$ cat config.mk
export PLATFORM = sky130hd
export DESIGN_NAME = count_event_tracker
export DESIGN_NICKNAME = d
export VERILOG_FILES = /design/src/rtl/count_event_tracker.sv
export SDC_FILE = /design/constraint.sdc
export NUM_CORES = 1
export LEC_CHECK = 0
export CORE_MARGIN = 3
export CORE_UTILIZATION = 40
export CTS_CLUSTER_DIAMETER = 60
export DETAILED_ROUTE_END_ITERATION = 10
export PLACE_DENSITY = 0.65
export SYNTH_ARGS = -nofsm -noshare
export SYNTH_HDL_FRONTEND = slang
export SYNTH_SLANG_ARGS = --single-unit
export TNS_END_PERCENT = 1
$ cat constraint.sdc
create_clock -name clk -period 2.2 [get_ports clk]
set_input_delay 0.44 -clock clk [delete_from_list [all_inputs] [get_ports clk]]
set_output_delay 0.44 -clock clk [all_outputs]
set_load 0.01 [all_outputs]
$ cat src/rtl/count_event_tracker.sv
// count_event_tracker: classifies up/down counter steps, flags wraps, reversals and illegal steps.
// Optional stall detector is built only when TRACKER_STALL_DET_EN is defined.
module count_event_tracker #(
  parameter int WIDTH     = 4,
  parameter int WRAP_W    = 8,
  parameter int STALL_CYC = 8
) (
  input  logic              clk,
  input  logic              reset,
  input  logic              en,
  input  logic              clr,
  input  logic              mode,
  input  logic [WIDTH-1:0]  count_in,
  output logic              wrap_pulse,
  output logic              wrap_dir,
  output logic [WRAP_W-1:0] wrap_cnt,
  output logic              dir_change,
  output logic [1:0]        state,
  output logic              err,
  output logic              stall
);

  typedef enum logic [1:0] {
    ST_INIT = 2'd0,
    ST_UP   = 2'd1,
    ST_DOWN = 2'd2,
    ST_HOLD = 2'd3
  } state_e;

  localparam logic [WIDTH-1:0]  CNT_ONE  = {{(WIDTH-1){1'b0}}, 1'b1};
  localparam logic [WIDTH-1:0]  CNT_MAX  = {WIDTH{1'b1}};
  localparam logic [WIDTH-1:0]  CNT_ZERO = {WIDTH{1'b0}};
  localparam logic [WRAP_W-1:0] WRAP_ONE = {{(WRAP_W-1){1'b0}}, 1'b1};
  localparam logic [WRAP_W-1:0] WRAP_MAX = {WRAP_W{1'b1}};

  if ((STALL_CYC < 32'sd1) || (STALL_CYC > 32'sd255)) begin : g_stall_cyc_range
    $error("STALL_CYC must be within 1..255");
  end

  state_e            state_q, state_d;
  logic [WIDTH-1:0]  prev_count_q, prev_count_d;
  logic              prev_valid_q, prev_valid_d;
  logic              last_dir_q, last_dir_d;
  logic              dir_vld_q, dir_vld_d;
  logic              wrap_pulse_q, wrap_pulse_d;
  logic              wrap_dir_q, wrap_dir_d;
  logic [WRAP_W-1:0] wrap_cnt_q, wrap_cnt_d;
  logic              dir_change_q, dir_change_d;
  logic              err_q, err_d;
  logic              hold_s, up_s, down_s;

  assign hold_s = (count_in == prev_count_q);
  assign up_s   = (count_in == (prev_count_q + CNT_ONE));
  assign down_s = (count_in == (prev_count_q - CNT_ONE));

  // Step classification, wrap accounting and direction FSM next-state.
  always_comb begin
    state_d      = state_q;
    prev_count_d = prev_count_q;
    prev_valid_d = prev_valid_q;
    last_dir_d   = last_dir_q;
    dir_vld_d    = dir_vld_q;
    wrap_dir_d   = wrap_dir_q;
    wrap_pulse_d = 1'b0;
    dir_change_d = 1'b0;
    err_d        = 1'b0;
    if (en) begin
      prev_count_d = count_in;
      prev_valid_d = 1'b1;
      if (prev_valid_q) begin
        if (hold_s) begin
          state_d = ST_HOLD;
        end else if (up_s) begin
          state_d      = ST_UP;
          last_dir_d   = 1'b0;
          dir_vld_d    = 1'b1;
          dir_change_d = dir_vld_q && last_dir_q;
          err_d        = mode;
          if (prev_count_q == CNT_MAX) begin
            wrap_pulse_d = 1'b1;
            wrap_dir_d   = 1'b0;
          end else begin
            wrap_pulse_d = 1'b0;
          end
        end else if (down_s) begin
          state_d      = ST_DOWN;
          last_dir_d   = 1'b1;
          dir_vld_d    = 1'b1;
          dir_change_d = dir_vld_q && !last_dir_q;
          err_d        = !mode;
          if (prev_count_q == CNT_ZERO) begin
            wrap_pulse_d = 1'b1;
            wrap_dir_d   = 1'b1;
          end else begin
            wrap_pulse_d = 1'b0;
          end
        end else begin
          // Illegal jump: state is deliberately left as it was.
          err_d = 1'b1;
        end
      end else begin
        state_d = state_q;
      end
    end else begin
      prev_count_d = prev_count_q;
    end
    if (wrap_pulse_d && (wrap_cnt_q != WRAP_MAX)) begin
      wrap_cnt_d = wrap_cnt_q + WRAP_ONE;
    end else begin
      wrap_cnt_d = wrap_cnt_q;
    end
  end

  // State and output registers; clr behaves exactly like reset.
  always_ff @(posedge clk) begin
    if (reset || clr) begin
      state_q      <= ST_INIT;
      prev_count_q <= CNT_ZERO;
      prev_valid_q <= 1'b0;
      last_dir_q   <= 1'b0;
      dir_vld_q    <= 1'b0;
      wrap_pulse_q <= 1'b0;
      wrap_dir_q   <= 1'b0;
      wrap_cnt_q   <= {WRAP_W{1'b0}};
      dir_change_q <= 1'b0;
      err_q        <= 1'b0;
    end else begin
      state_q      <= state_d;
      prev_count_q <= prev_count_d;
      prev_valid_q <= prev_valid_d;
      last_dir_q   <= last_dir_d;
      dir_vld_q    <= dir_vld_d;
      wrap_pulse_q <= wrap_pulse_d;
      wrap_dir_q   <= wrap_dir_d;
      wrap_cnt_q   <= wrap_cnt_d;
      dir_change_q <= dir_change_d;
      err_q        <= err_d;
    end
  end

`ifdef TRACKER_STALL_DET_EN
  logic [7:0] hold_cnt_q, hold_cnt_d;
  logic       stall_q, stall_d;

  // Consecutive HOLD counter; disabled cycles neither count nor clear.
  always_comb begin
    hold_cnt_d = hold_cnt_q;
    stall_d    = stall_q;
    if (en && prev_valid_q) begin
      if (hold_s) begin
        if (hold_cnt_q != 8'hFF) begin
          hold_cnt_d = hold_cnt_q + 8'd1;
        end else begin
          hold_cnt_d = hold_cnt_q;
        end
        stall_d = (hold_cnt_d >= 8'(STALL_CYC));
      end else begin
        hold_cnt_d = 8'd0;
        stall_d    = 1'b0;
      end
    end else begin
      hold_cnt_d = hold_cnt_q;
    end
  end

  // Stall detector registers.
  always_ff @(posedge clk) begin
    if (reset || clr) begin
      hold_cnt_q <= 8'd0;
      stall_q    <= 1'b0;
    end else begin
      hold_cnt_q <= hold_cnt_d;
      stall_q    <= stall_d;
    end
  end

  assign stall = stall_q;
`else
  assign stall = 1'b0;
`endif

  assign wrap_pulse = wrap_pulse_q;
  assign wrap_dir   = wrap_dir_q;
  assign wrap_cnt   = wrap_cnt_q;
  assign dir_change = dir_change_q;
  assign state      = state_q;
  assign err        = err_q;

endmodule

== After elaboration in Yosys (flattened, before gate mapping) ==
Index checks and enable logic that the tools add are counted.
Storage, ports and cells
  flip-flop bits (word level): 21
  word-level logic and storage cells: 57
Cells by class
  mux-type cells: 21
  reductions and logical operators: 14
  bitwise operators: 3
  equal/unequal tests: 6
  $add $sub $neg: 3
Operators with widths (count)
  $mux 1: 18
  $eq 4x4->1: 3
  $add 8x1->8 const B: 1
  $ne 8x8->1 const B: 1
  $mux 2: 3
  $reduce_and 6->1: 1
  $add 4x1->4 const B: 1
  $eq 4x4->1 const B: 1
  $logic_not 4->1: 1
  $reduce_and 4->1: 1
  $reduce_bool 2->1: 2
  $reduce_or 4->1: 1
  $sub 4x1->4 const B: 1
  $logic_and 1x1->1: 3
  $not 1->1: 3
  $reduce_and 3->1: 1
  $reduce_bool 3->1: 1
  $logic_not 1->1: 2
  $ne 2x1->1 const B: 1
  $logic_or 1x1->1: 1

== Longest topological paths before layout ==
Gate-level depths: netlist (run 1).
  word-level depth: 8
  depth in mapped cells: 10
  depth with buffers taken out: 8

== Worst setup path before layout (run 1) ==
No wires, ideal clock.
  kind: register to register
  start: register prev_count_q[0]
  end: register wrap_cnt_q[7], in the netlist wrap_cnt[7]
  clock period less this slack: 2068 ps
  setup slack: 132 ps
  path buffers: 2
  data arrival time: 1997 ps
  setup time: 71 ps
  cell stages (with the launch flop): 11
  cells stage by stage: dfxtp_1 -> clkbuf_2 -> inv_1 -> ha_1 -> xnor2_1 -> and3_1 -> and3_1 -> o21ai_2 -> buf_6 -> or3_1 -> a21oi_1
Between the ends
  word-level cells in the longest chain between the ends: 8
  elaborated cells between the ends (all ways): 15
  those cells by class: add/sub: 2; eq/ne: 4; mux: 7; reduce/logical: 2
Ends and longest elaborated chain
  start, declared: RTL line 41  | logic [WIDTH-1:0] prev_count_q, prev_count_d;
  start signal, assigned: RTL line 129  | prev_count_q <= prev_count_d;
  $sub 4x1->4 / $logic_not 4->1 (equally long branches): RTL line 54, 91
  $eq 4x4->1 / $mux 1 (equally long branches): RTL line 54, 91
  $mux 1: RTL line 85  | end else if (down_s) begin
  $mux 1: RTL line 73  | end else if (up_s) begin
  $mux 1 (*): RTL line 71  | if (hold_s) begin
  $mux 1 (*): RTL line 70  | if (prev_valid_q) begin
  $mux 1 (*): RTL line 67  | if (en) begin
  $logic_and 1x1->1 (*): RTL line 107  | if (wrap_pulse_d && (wrap_cnt_q != WRAP_MAX)) begin
  end signal, assigned: RTL line 124  | wrap_cnt_q <= {WRAP_W{1'b0}};
  end signal, assigned: RTL line 135  | wrap_cnt_q <= wrap_cnt_d;
  end, declared: RTL line 47  | logic [WRAP_W-1:0] wrap_cnt_q, wrap_cnt_d;
Every way passes the cells marked *; elsewhere a longest branch is shown, timed or not.
A chain may end at the register's enable or synchronous reset.

== Worst setup path in the final report (run 1) ==
  start: input port count_in[3]
  end: register wrap_cnt_q[6], in the netlist wrap_cnt[6]
Between the ends
  word-level cells in the longest chain between the ends: 7
  elaborated cells between the ends (all ways): 9
  those cells by class: eq/ne: 3; mux: 5; reduce/logical: 1
Ends and longest elaborated chain
  start, declared: RTL line 13  | input logic [WIDTH-1:0] count_in,
  $eq 4x4->1: RTL line 54  | assign down_s = (count_in == (prev_count_q - CNT_ONE));
  $mux 1: RTL line 85
  $mux 1: RTL line 73
  $mux 1 (*): RTL line 71
  $mux 1 (*): RTL line 70
  $mux 1 (*): RTL line 67
  $logic_and 1x1->1 (*): RTL line 107
Marked as above.

==> results_dict.tcl, run 1 <==
set metrics [dict create \
    drive_gt1_frac 0.1456 \
    syn_to_final_growth_pct 27.47 \
    slew_violations 0 \
    grt_pass1_vias 868 \
    crit_slowest_cell "clkdlybuf4s50_1" \
    critPathMaxFanout 4 \
    core_mm2 0.002590 \
    met3_usage 0.02614 \
    antennaDiodeCount 0 \
    clock_sinks 21 \
    clock.fmax_mhz 482.9 \
    grt_use_met1 0.1767 \
    ir_worst_vdd_uv 360.4 \
    drc 0 \
    period_needed_ps 2071 \
    htree_levels 1 \
    die_area_mm2 0.003522 \
    critPathLaunchType "primary input" \
    cts_root_buf "clkbuf_4" \
    io_buffers 22 \
    ctsHoldBuffers 0 \
    syn_avg_cell_area_um2 8.758 \
    drtIter0Drc 23 \
    synthesis.nets 143 \
    routabilityCongestion 0.8335 \
    finalSetupViolations 0 \
    syn_inst 130 \
    use_met2 0.2309 \
    cts_tree "built" \
    finalNonFillerCells 188 \
    power_density_mw_per_mm2 465.3 \
    finClkSkew_ps 3.227 \
    synth_cell_type_count 42 \
    end_kind "register" \
    placed_cell_area_mm2 0.001418 \
    ys_seq_area_frac 0.3692 \
    row_count 18 \
    final_common_cell "clkdlybuf4s50_1" \
    busiest_layer "met2" \
    min_period_over_period 0.9412 \
    post-route-util 0.5604 \
    status "finished clean" \
    cpPeakStageDelay_ps 520 \
    ys_ff_latch 21 \
    worst-path-buf-inv 2 \
    grt_start_max_net_pins 17 \
    routed_via_density 5.021 \
    clock_path_buffers 2 \
    io_pins 24 \
    hold_viol_final 0 \
    ys_warn_count 0 \
    wl_per_cell_um 12.02 \
    vias 944 \
    nets 172 \
    path_cells "clkdlybuf4s50_1, xor2_2, xnor2_1, and4_4, buf_4, or2_1, and4b_1, a211oi_1" \
    drv_cap 0 \
    grt.total_usage 0.1411 \
    final_area_mm2 0.001451 \
    placed_cells 184 \
    numCtsBuffers 3 \
    rsz0062_at_grt "false" \
    drtAntennaViolNets 0 \
    clk_pin_slew_ps 120 \
    final_cell_mix "21 x clkdlybuf4s50_1, 20 x dfxtp_1, 16 x nor2_1, 12 x a21oi_1, 10 x nand2_1" \
    insertion_delay_ps 310 \
    start_util 0.4396 \
    critPathTopFamily "buffers and inverters" \
    die_x_um 59.35 \
    overflow 0 \
    fp.dieH_um 59.35 \
    hold_path_class "register to register" \
    dp_hpwl_um 1702 \
    drtPass1Iterations 4 \
    worstPathRequired_ps 2430 \
    worstSetupPathType "primary input to register" \
    arrival_ps 2310 \
    grt_first_pass_wirelength_um 3753 \
    p_leak_uw 0.0005554 \
    drt_wl_total_um 2259 \
    synth_area_mm2 0.001139 \
    antenna_found_initial 0 \
]
[cells by family (layout without fill, tap and decap cells)]
logic type / after synthesis / after routing / share of synthesized area
simple gates: 51 / 51 / 0.2319
other cells: 1 / 1 / 0.003294
fa+ha+maj: 4 / 4 / 0.04396
compound gates: 28 / 28 / 0.1495
buf+inv: 10 / 38 / 0.05054
flops: 21 / 21 / 0.3692
xor+xnor: 11 / 11 / 0.1165
mux: 4 / 4 / 0.03517
[per-layer routing]
layer | part of all wire | vias up
met3 | 0.051 | 5
met5 | 0 | -
met4 | 0.019 | 0
met2 | 0.45 | 22
li1 | - | 503
met1 | 0.48 | 414
[synth_stat cells, drive strengths merged]
master  number  area [µm²]
a211oi       1       7.510
a21o         1       7.510
a21oi       12       60.06
a311oi       1       8.760
a31oi        1       6.260
and2         2       12.51
and3         3       20.02
and4         1       11.26
and4b        1       10.01
buf          4       33.78
clkbuf       3       12.51
conb         1       3.750
dfxtp       21       420.4
ha           4       50.05
inv          3       11.26
mux2i        4       40.04
nand2       10       37.54
nand3        5       25.02
nor2        16       60.06
nor2b        1       6.260
nor3         2       15.01
nor3b        1       7.510
o21a         2       15.01
o21ai        8       43.79
o31a         1       10.01
o41a         1       11.26
or2          3       18.77
or3          5       32.53
or4          1       7.510
xnor2        3       26.28
xnor3        1       22.52
xor2         6       60.06
xor3         1       23.77
[timing repair]
| item | CTS | global route |
|---|---|---|
| pin swaps | 0 | 1 |
| setup buffers | 0 | 0 |
| setup endpoints to repair | 1 | 2 |
| gates resized for setup | 1 | 2 |
| gates cloned | 0 | 0 |
[registers in the layout, indices dropped and copies added (netlist names)]
register and cells:
dir_change 1, wrap_cnt 8, wrap_pulse 1, state 2
wrap_dir 1, dir_vld_q 1, last_dir_q 1, prev_count_q 4
err 1, prev_valid_q 1
[final cells by class]
type,instances,area [µm²]
multi-input cells,99,668.1
inverters,3,11.26
clock buffers,4,26.28
well taps,30,37.54
flip-flops and latches,21,421.7
fillers,237,1139
repair buffers,31,286.5
[power breakdown]
part	total [µW]	switching [µW]	internal, µW
sequential	387	2.88	384
combinational	99.1	47.8	51.3
clock	189	119	70.8
total	675	169	506
[stage by stage]
step | setup slack (ps) | hold WS [ps] | total power (µW) | setup TNS, ps
finish | 129.3 | 478.3 | 675.4 | 0
global placement | -294.9 | 448.1 | 491.6 | -2042
global route | 28.37 | 522.2 | 713.2 | 0
CTS | 93.73 | 481.1 | 676.6 | 0
detailed placement | -339.9 | 457.1 | 492.8 | -2295
floorplan | 132.1 | 428.7 | 458.1 | 0
[worst paths after layout]
check / from / endpoint / slack [ps] / cells past startpoint
setup / recovery: count_in[3] / wrap_cnt[6] / 130 / 8
hold reg to reg: state[1] / state[1] / 480 / 1
hold / removal: state[1] / state[1] / 480 / 1
setup reg to reg: prev_count_q[0] / wrap_cnt[2] / 180 / 8
No activity file was read; power rests on OpenSTA's default activity.
==> run 2: changes to the inputs <==
- DONT_BUFFER_PORTS: default -> 1
- PLACE_DENSITY: 0.65 -> default
==> run 2 against run 1 <==
Power fell by 3.4%. Combinational power fell by 28%. Critical path depth unchanged. Final cell count decreased by 15%. Die area unchanged. Count of clock-buffer cells in the layout down 1. Sequential share of layout area up 6.3 points.
==> results_dict.tcl, run 2 (synthesis results as in run 1) <==
set metrics [dict create \
    status "finished clean" \
    period_needed_ps 2099 \
    drc 0 \
    io_buffers 0 \
    overflow 0 \
    r2r-start "prev_count_q[0]" \
    p_leak_uw 0.0004476 \
    met3_usage 0.05229 \
    worstPathRequired_ps 2450 \
    worstHoldPathCells 2 \
    busiest_layer "met2" \
    power_density_mw_per_mm2 540.8 \
    setup_slack_ps 101.5 \
    multi_input_area_um2 680.7 \
    numCtsBuffers 3 \
    grt.total_usage 0.1486 \
    r2r_slack_ps 100 \
    nets 144 \
    clock.fmax_mhz 476.5 \
    finalSetupViolations 0 \
    hold_end "err" \
    grt_first_pass_wirelength_um 3905 \
    routabilityCongestion 0.8033 \
    grt_use_met1 0.1818 \
    drive_gt1_frac 0.1615 \
    min_period_over_period 0.9539 \
    largest_register_ffs 8 \
    wl_per_cell_um 14.35 \
    slew_violations 0 \
    row_count 18 \
    finalNonFillerCells 160 \
    pre_cts_ws_ps 57.68 \
    die_area_mm2 0.003522 \
    final_common_cell "dfxtp_1" \
    min-delay-start "mode" \
    routed_via_density 5.569 \
    ctsHoldBuffers 0 \
    reg2reg_to "wrap_cnt[2]" \
    end_kind "register" \
    die_x_um 59.35 \
    cts_root_buf "clkbuf_4" \
    fp.dieH_um 59.35 \
    final_cell_mix "18 x dfxtp_1, 16 x nor2_1, 12 x a21oi_1, 10 x nand2_1, 7 x o21ai_0" \
    antennaDiodeCount 0 \
    placed_cells 156 \
    drt_wl_total_um 2296 \
    rr_worst_depth 8 \
    hold_path_class "primary input to register" \
    final_area_mm2 0.001206 \
    drv_cap 0 \
    clock_sinks 21 \
    arrival_ps 2350 \
    worstSetupPathType "register to register" \
    placed_cell_area_mm2 0.001152 \
    io_pins 24 \
    grt_pass1_vias 879 \
    seq_area_um2 426.7 \
    use_met2 0.2293 \
    hold_viol_final 0 \
    critPathLaunchType "register" \
    htree_levels 1 \
    insertion_delay_ps 320 \
    antenna_found_initial 0 \
    post-route-util 0.4657 \
    core_mm2 0.002590 \
    dp_hpwl_um 1700 \
    finClkSkew_ps 11.47 \
    clk_pin_slew_ps 120 \
    clock_path_buffers 2 \
    grt_start_max_net_pins 17 \
    vias 891 \
    ir_worst_vdd_uv 475.8 \
    drtIter0Drc 13 \
    syn_to_final_growth_pct 5.934 \
    drtPass1Iterations 4 \
    drtAntennaViolNets 0 \
    start_util 0.4396 \
    critPathMaxFanout 10 \
    fillCellCount 244 \
    cts_tree "built" \
    timing.hold.ws_ps 252.3 \
]
## run 2: critical path, stage by stage, from the launching register on
cell	delay, ps
dfxtp_2	390
inv_1	70
ha_1	330
xnor2_2	150
nor3_2	180
and4_4	280
o21ai_4	90
or3_2	410
a21oi_1	140
## run 2: worst max-delay path by stage
stage,startpoint,endpoint,slack [ps],cells after the start
after floorplan,prev_count_q[0],wrap_cnt[7],130,10
after global placement,prev_count_q[1],wrap_cnt[2],130,8
after detailed placement,prev_count_q[1],wrap_cnt[2],60,8
after CTS,prev_count_q[1],wrap_cnt[2],20,8
after global routing,prev_count_q[0],wrap_cnt[2],-10,8
final,prev_count_q[0],wrap_cnt[2],100,8
## run 2: per-layer routing
metal / share of wire / routed length (µm)
met2: 0.49 / 1129
met3: 0.065 / 149
met4: 0.019 / 44
met5: 0 / 0
met1: 0.42 / 973
## run 2: cell type report
type / count / area share
inverter: 3 / 0.009336
sequential: 21 / 0.3537
timing repair buffer: 3 / 0.01867
multi-input combinational: 99 / 0.5643
clock buffer: 3 / 0.01867
tap: 30 / 0.03112
clock inverter: 1 / 0.004149
## run 2: metrics by stage
step                      power (µW)  TNS [ps]
after floorplan                458.1         0
after CTS                      657.5         0
after global routing           685.7    -13.73
after detailed placement       465.9         0
after global placement         464.4         0
final                          652.3         0
## run 2: report_power, final
| group | internal [µW] | switching, µW |
|---|---|---|
| Sequential | 383 | 5.36 |
| Combinational | 34.1 | 36.8 |
| Clock | 68.2 | 124 |
## run 2: what timing repair did
action | CTS | global route
gates resized for setup | 0 | 7
setup endpoints to repair | 0 | 8
setup buffers | 0 | 0
==> edit, RTL diff (config.mk and constraints of run 2) <==
The option `TRACKER_STALL_DET_EN` is turned on by a define.
--- a/src/rtl/count_event_tracker.sv
+++ b/src/rtl/count_event_tracker.sv
@@ -1,4 +1,6 @@
 // count_event_tracker: classifies up/down counter steps, flags wraps, reversals and illegal steps.
 // Optional stall detector is built only when TRACKER_STALL_DET_EN is defined.
+`define TRACKER_STALL_DET_EN
+
 module count_event_tracker #(
   parameter int WIDTH     = 4,
Behaviour: not the same (Yosys sat finds a counterexample within 10 cycles, from zero or initial values).
==> edit against run 2 <==
  * The flow now finishes with violations (setup timing)
  * Die area increased by 34%
  * Total power up 72%
  * Combinational power rose by 61%
  * Area after synthesis grew 39%
  * Routed wire length increased by 66%
  * Cell area rose by 64%
  * Sequential cell count is 9 higher
  * Setup slack got worse by 0.27 ns
==> edit: results (changes against run 2) <==
[metrics] run status: finished, violations left
[metrics] count of nets after finishing: 220 (+53%)
[metrics] first-pass GRT wire length: 6150 um (+57%)
[metrics] number of I/O port buffers: 0 (unchanged)
[metrics] buffer cell driving the clock tree root: sky130_fd_sc_hd__clkbuf_8
[metrics] IR Drop Worst-Case VDD: 0.423 mV (-11%)
[metrics] list of most frequent post-synthesis cells: sky130_fd_sc_hd__dfxtp_1 (30), sky130_fd_sc_hd__nor2_1 (22), sky130_fd_sc_hd__a21oi_1 (15)
[metrics] via count of the first global-routing pass: 1,413 (+61%)
[metrics] via-per-instance ratio: 5.67 (+1.8%)
[metrics] fillers: 358 (+47%)
[metrics] final weighted congestion in routability-driven placement: 0.825 (+2.7%)
[metrics] number of nets produced by synthesis: 200 (+40%)
[metrics] setup slack at placement: -0.270 ns (-0.328 ns)
[metrics] pin count of the biggest net entering global routing: 26 (+9)
[metrics] violated checks: setup timing
[metrics] met2 track demand over resource in global routing: 31.1% (+8.2 points)
[metrics] sequential-cell power consumption: 0.552 mW (+42%)
[metrics] arrival time at the worst endpoint: 2.58 ns (+0.23 ns)
[metrics] worst-case clock skew: 0.00414 ns (-0.00733 ns)
[metrics] insertion delay of the later-clocked pin in the worst-skew pair: 0.28 ns (-0.04 ns)
[metrics] Worst Slack Setup Final: -0.168 ns (-0.269 ns)
[metrics] post-detail-place hpwl: 2660 um (+57%)
[metrics] GRT Resource Usage Total: 17.4% (+2.6 points)
[metrics] fraction of final layout cells sized beyond drive strength 1: 29.0% (+13 points)
[metrics] Max FO, Critical Path: 8 (-2)
[metrics] level count of the clock H-tree: 2 (+1)
[metrics] power drawn by the clock network: 0.455 mW (+140%)
[metrics] post-synthesis sequential area ratio: 38.1% (+1.1 points)
[metrics] post-CTS clock slew at the launch and capture registers of the worst setup and hold paths: 0.06 ns (-0.06 ns)
[metrics] most area-consuming cells after synthesis: sky130_fd_sc_hd__dfxtp_1 (38%), sky130_fd_sc_hd__nor2_1 (5.2%), sky130_fd_sc_hd__a21oi_1 (4.8%)
[metrics] number of CTS-inserted buffers: 5 (+2)
[metrics] Placed Area: 1780 um2 (+55%)
[metrics] stage delay of the slowest cell on the critical path: 0.57 ns (+0.16 ns)
[metrics] Initial DRC Count: 60 (+47)
[metrics] cell with the largest stage delay on the worst path: sky130_fd_sc_hd__or4_4
[metrics] global routing usage on met1: 18.5% (+0.33 points)
[metrics] met3 capacity usage during global routing: 6.00% (+0.77 points)
[metrics] Final setup violation count: 8 (+8)
[metrics] Lkg Pwr: 0.688 nW (+54%)
[metrics] final wirelength: 3810 um (+66%)
[metrics] Multi-input gate area: 1020 um2 (+50%)
[metrics] Switching Power: 0.269 mW (+61%)
-- edit: logic make-up after synthesis --
group	synth area share, %
AOI/OAI and AO/OA	18.8
xor gates and xnor gates	7.14
adders and majority gates	3.97
buffers and inverters	3.89
DFF	38.1
muxes	3.81
and+or+nand+nor	24.3
-- edit: through the flow --
stage	TNS, ns	std cells	total power, mW
floorplan	-1.40	186	0.633
global placement	-1.24	246	0.665
detailed placement	-1.55	246	0.668
CTS	-0.659	255	1.13
global route	-1.36	255	1.17
finish	-0.846	255	1.12
-- edit: layout make-up --
cell class	instances	share of cell area (%)
well taps	48	3.04
flip-flops and latches	30	30.7
inverters	4	0.887
clock buffers	7	4.37
multi-input cells	142	51.6
repair buffers	23	9.12
clock inverters	1	0.253
-- edit: final timing paths --
check                 endpoint  cells after the start  slack (ns)            start
hold / removal    prev_valid_q                      2        0.29               en
setup / recovery   wrap_cnt[2]                      7       -0.17  prev_count_q[1]
setup reg to reg   wrap_cnt[2]                      7       -0.17  prev_count_q[1]
hold reg to reg     dir_change                      2        0.45        dir_vld_q
-- edit: routing by layer --
metal  vias up  wire length, um
met5         -                0
met4         0               50
met3         6              234
met2        35             1910
met1       681             1620
li1        724                -
-- edit: worst register-to-register path, stage by stage, from the launching register on --
cell and delay, ns:
sky130_fd_sc_hd__dfxtp_2 0.36, sky130_fd_sc_hd__buf_6 0.12, sky130_fd_sc_hd__nand3_2 0.10, sky130_fd_sc_hd__xnor2_2 0.16
sky130_fd_sc_hd__or4_4 0.57, sky130_fd_sc_hd__a211o_4 0.39, sky130_fd_sc_hd__or4_4 0.49, sky130_fd_sc_hd__a21oi_2 0.12
-- edit: what timing repair did --
action	4_1_cts	5_1_grt
endpoints found under the setup margin	8	13
pin swaps	9	1
setup buffers	1	0
resized for setup	14	10
